### config.mk
export PLATFORM = sky130hd
export DESIGN_NAME = traffic_demand_scheduler
export DESIGN_NICKNAME = d
export VERILOG_FILES = /design/src/rtl/traffic_demand_scheduler.sv
export SDC_FILE = /design/constraint.sdc
export NUM_CORES = 1
export LEC_CHECK = 0
export ABC_AREA = 0
export BUFFER_PORTS_ARGS = -buffer_cell sky130_fd_sc_hd__buf_2
export CAP_MARGIN = 25
export CORE_MARGIN = 2
export CORE_UTILIZATION = 45
export DETAILED_ROUTE_END_ITERATION = 6
export PLACE_DENSITY = 0.77
export SLEW_MARGIN = 20
export SYNTH_ARGS = -nofsm -noshare
export SYNTH_HDL_FRONTEND = slang
export SYNTH_SLANG_ARGS = --single-unit
export TNS_END_PERCENT = 50
### constraint.sdc
create_clock -name clk -period 1.4 [get_ports clk]
set_input_delay 0.07 -clock clk [delete_from_list [all_inputs] [get_ports clk]]
set_output_delay 0.07 -clock clk [all_outputs]
set_load 0.005 [all_outputs]
### src/rtl/traffic_demand_scheduler.sv
// Debounces per-direction vehicle sensors, latches demand and offers
// the next direction round-robin (N,S,E,W) with an idle north recall.
module traffic_demand_scheduler #(
  parameter int DEB_CYC  = 4,
  parameter int IDLE_CYC = 32
) (
  input  logic       clk,
  input  logic       rst,
  input  logic [3:0] sensor,
  input  logic       dir_ack,
  output logic       dir_valid,
  output logic [1:0] dir,
  output logic       recall,
  output logic [3:0] pending,
  output logic [3:0] sensor_filt
);

  localparam logic [3:0] DEB_MAX  = 4'(DEB_CYC - 1);
  localparam logic [7:0] IDLE_MAX = 8'(IDLE_CYC - 1);

  typedef enum logic {IDLE, OFFER} state_t;

  state_t          state, state_n;
  logic [3:0][3:0] cnt, cnt_n;
  logic [3:0]      filt_n;
  logic [3:0]      rise;
  logic [3:0]      clr;
  logic [3:0]      pend_n;
  logic [1:0]      ptr, ptr_n;
  logic [1:0]      dir_n;
  logic            rec_n;
  logic [7:0]      idle, idle_n;
  logic [7:0]      dbl;
  logic [3:0]      rot;
  logic [1:0]      off;
  logic [1:0]      pick;

  assign dir_valid = (state == OFFER);

  always_comb begin
    cnt_n  = cnt;
    filt_n = sensor_filt;
    rise   = '0;
    for (int i = 0; i < 4; i++) begin
      if (sensor[i] == sensor_filt[i]) begin
        cnt_n[i] = '0;
      end else if (cnt[i] == DEB_MAX) begin
        cnt_n[i]  = '0;
        filt_n[i] = ~sensor_filt[i];
        rise[i]   = ~sensor_filt[i];
      end else begin
        cnt_n[i] = cnt[i] + 4'd1;
      end
    end
  end

  // a fresh rise beats the clear of the bit being acked
  assign clr = (dir_valid && dir_ack && !recall)
             ? (4'b0001 << dir) : 4'b0000;
  assign pend_n = (pending & ~clr) | rise;

  assign dbl = {pending, pending} >> ptr;
  assign rot = dbl[3:0];

  always_comb begin
    off = 2'd3;
    priority case (1'b1)
      rot[0]:  off = 2'd0;
      rot[1]:  off = 2'd1;
      rot[2]:  off = 2'd2;
      default: off = 2'd3;
    endcase
  end

  assign pick = ptr + off;

  always_comb begin
    state_n = state;
    dir_n   = dir;
    rec_n   = recall;
    ptr_n   = ptr;
    idle_n  = idle;
    unique case (state)
      IDLE: begin
        if (|pending) begin
          dir_n   = pick;
          rec_n   = 1'b0;
          state_n = OFFER;
          idle_n  = '0;
        end else if (idle == IDLE_MAX) begin
          dir_n   = 2'd0;
          rec_n   = 1'b1;
          state_n = OFFER;
          idle_n  = '0;
        end else begin
          idle_n = idle + 8'd1;
        end
      end
      OFFER: begin
        idle_n = '0;
        if (dir_ack) begin
          state_n = IDLE;
          rec_n   = 1'b0;
          if (!recall) ptr_n = dir + 2'd1;
        end
      end
      default: state_n = IDLE;
    endcase
  end

  always_ff @(posedge clk or negedge rst) begin
    if (!rst) begin
      state       <= IDLE;
      cnt         <= '0;
      sensor_filt <= '0;
      pending     <= '0;
      dir         <= '0;
      recall      <= 1'b0;
      ptr         <= '0;
      idle        <= '0;
    end else begin
      state       <= state_n;
      cnt         <= cnt_n;
      sensor_filt <= filt_n;
      pending     <= pend_n;
      dir         <= dir_n;
      recall      <= rec_n;
      ptr         <= ptr_n;
      idle        <= idle_n;
    end
  end

endmodule

==> results.md <==
* DR vias/cell at 5.30
* Sequential share of the synthesized area at 0.517
* TritonCTS Buffers at 5
* Die Span Y at 68.0 um
* First-pass GRT wire length at 6330 um
* FF-to-FF Start: ptr[1]
* Fin cells at 271
* I/O Pins at 19
* Rel. slew slack at 0.696
* HPWL after detailed placement at 2750 um
* Count of final setup violators at 6
* Ys Warns at 0
* Status: finished, violations left
* Net Count, Synth at 187
* CP Max Fanout at 4
* Yosys cell types at 34
* Cell Pwr Density at 1950 nW/um^2
* Pre-CTS setup slack at -198 ps
* Die X at 68.0 um
* Worst r2r dst: dir[0]
* Critical path launch point type: register
* # diodes at 0
* TritonRoute pass-1 iters at 4
* Vias in the first global route at 1427
* Tightest Pin Transition at 457 ps
* Fillers at 341
* CP max stage delay at 410 ps
* Commonest non-fill, non-tap cell in the layout: dfrtp_1
* Final-stage net count at 237
* Mapped cell area at 1840 um^2
* H-tree depth at 2
* Endpoints failing hold at 0
* CP Buf/Inv Count at 0
* Hold_ws at 36.8 ps
* Hold Startpoint: sensor[0]
* CP Class: reg -> reg
* Rows at 23
* Crit. End Element: register
* Largest net degree at the start of global routing at 21
* Post-Synthesis Cells at 170
* Static Leakage at 1.11 nW
* Slew Limit Fails at 0
* Worst EP arrival at 1870 ps
* DR iter-0 viols at 87
* Slowest cell on crit path: dfrtp_1
* Unrepaired setup endpoints after global routing: true
* WHS Endpoint: sensor_filt[0]
* Layout area overhead at 29.4%
* Maximum vdd drop at 1.20 mV
* Placer congestion estimate at 0.888
* Final Core Density at 0.600
* Clock buffer depth at 2
* Most frequent cells in the layout: 36 x dfrtp_1, 22 x buf_4, 18 x buf_2, 10 x nand2_1
* Root buffer cell: clkbuf_8
* Clock latency on the worst-skew pair at 290 ps
* Total power at 4.64 mW
* Gr ovfl total at 0
* Top cell family by delay on the critical path: compound AO/OA/AOI/OAI gates
* Dpl cells at 260
* Worst setup margin at -287 ps
* Reg2reg setup slack at -290 ps
* Tot GR Track Use at 0.184
* Via count at 1436
* Routed Antenna Nets at 0
* Final period util at 1.21
* CP Data Required Time at 1580 ps
* Clk slew on worst S/H paths at 70 ps
* Die ar. at 4620 um^2
* Clock Skews at 8.93 ps
* Share of cells above drive strength 1 at 0.335
* Routed WL per cell at 13.8 um
* Worst r2r path cells at 6
* Core area at 3970 um^2
* Initial Util at 0.463
* Hold-critical path depth at 3
* Crit-path cells: or2b_1 > a21oi_2 > a311oi_2 > a21oi_1 > ha_2 > a32o_2
* Synth Area per Inst at 10.8 um^2
* CP Launch Point: ptr[1]
* Clock sinks at 38
* Hold Crit Class: in -> reg
* Number of I/O port buffers at 18
* Fin crit period at 1690 ps
* Number of remaining DRC errors at 0
* CTS tree: built
* Failing checks: negative setup slack
* Peak Freq at 593 MHz
* Max-cap viol count at 0
* Initial antenna violation count at 0
* Overall routed net length at 3750 um
* Synth Register Bits at 38
worst max-delay path by stage:
stage	slack, ps	cells past startpoint	to
floorplan	-190	8	dir[1]
global placement	-170	6	dir[0]
detailed placement	-200	8	dir[1]
CTS	-220	8	dir[1]
global route	-340	6	dir[0]
finish	-290	6	dir[0]
stage by stage:
step / setup TNS, ps / instance area, um^2
after floorplan: -359 / 1840
after global placement: -650 / 2170
after detailed placement: -839 / 2170
after CTS: -731 / 2310
after global routing: -1260 / 2380
final: -750 / 2380
cell type report:
cell class | instances | area (um^2) | share of cell area
tap | 50 | 62.6 | 0.0263
inverter | 10 | 37.5 | 0.0158
sequential | 38 | 953 | 0.400
multi-input combinational | 121 | 911 | 0.382
clock buffer | 6 | 72.6 | 0.0305
timing repair buffer | 44 | 308 | 0.129
clock inverter | 2 | 37.5 | 0.0158
worst reg2reg max path: cells and delay by family (launching register included):
kind | cells | cell delay (ps)
DFF | 1 | 410
and+or+nand+nor | 1 | 250
adders and majority gates | 1 | 290
AOI/OAI and AO/OA | 4 | 630
logic make-up after synthesis:
family	after synthesis	synth area share
buffers and inverters	11	0.0231
AO/OA/AOI/OAI	25	0.0952
flip-flops	38	0.517
XOR/XNOR	14	0.0666
AND/OR/NAND/NOR	69	0.213
adder cells (fa/ha/maj)	10	0.0680
multiplexers	3	0.0177
state kept, by name, summed over array words and instances (netlist names):
name and flops:
ptr 2, sensor_filt 4, idle 8, dir_valid 1
recall 1, pending 4, cnt 16, dir 2
cells in the mapped netlist:
cell type / number / area share
a21oi_1: 8 / 0.022
a22oi_2: 1 / 0.0068
a311oi_1: 1 / 0.0048
a31oi_1: 1 / 0.0034
a32o_1: 4 / 0.022
a32o_2: 1 / 0.0061
a32oi_1: 2 / 0.0095
and2_1: 1 / 0.0034
and3_1: 4 / 0.014
and4b_1: 1 / 0.0054
buf_2: 1 / 0.0027
dfrtp_1: 38 / 0.52
ha_1: 10 / 0.068
inv_1: 10 / 0.020
mux2_2: 2 / 0.012
mux2i_1: 1 / 0.0054
nand2_1: 10 / 0.020
nand2_2: 1 / 0.0034
nand2b_1: 5 / 0.017
nand3_1: 9 / 0.024
nand3b_1: 7 / 0.029
nor2_1: 12 / 0.024
nor2b_1: 5 / 0.017
nor3_1: 5 / 0.014
nor3b_1: 4 / 0.016
nor4_2: 1 / 0.0068
nor4b_1: 1 / 0.0048
o21ai_0: 6 / 0.016
o32ai_1: 1 / 0.0048
or2_1: 1 / 0.0034
or2b_1: 1 / 0.0041
or4_4: 1 / 0.0061
xnor2_1: 6 / 0.029
xor2_1: 8 / 0.038
power breakdown:
part / total (mW) / switching [mW] / internal, mW / leakage (nW)
clock: 0.912 / 0.381 / 0.531 / 0.0514
combinational: 2.06 / 0.970 / 1.09 / 0.566
sequential: 1.67 / 0.275 / 1.40 / 0.496
metal layers:
layer	part of all wire	vias up	track usage
met2	0.49	33	0.299
li1	-	697	-
met1	0.45	698	0.237
met3	0.041	8	0.0493
met5	0	-	0
met4	0.019	0	0.0650
timing repair:
action / CTS / global route
resized for setup: 4 / 18
pin swaps: 1 / 8
setup endpoints to repair: 7 / 11
hold buffers: 1 / 0
setup buffers: 0 / 2
hold endpoints to repair: 19 / 0
Power figures use the tool's default switching activity.
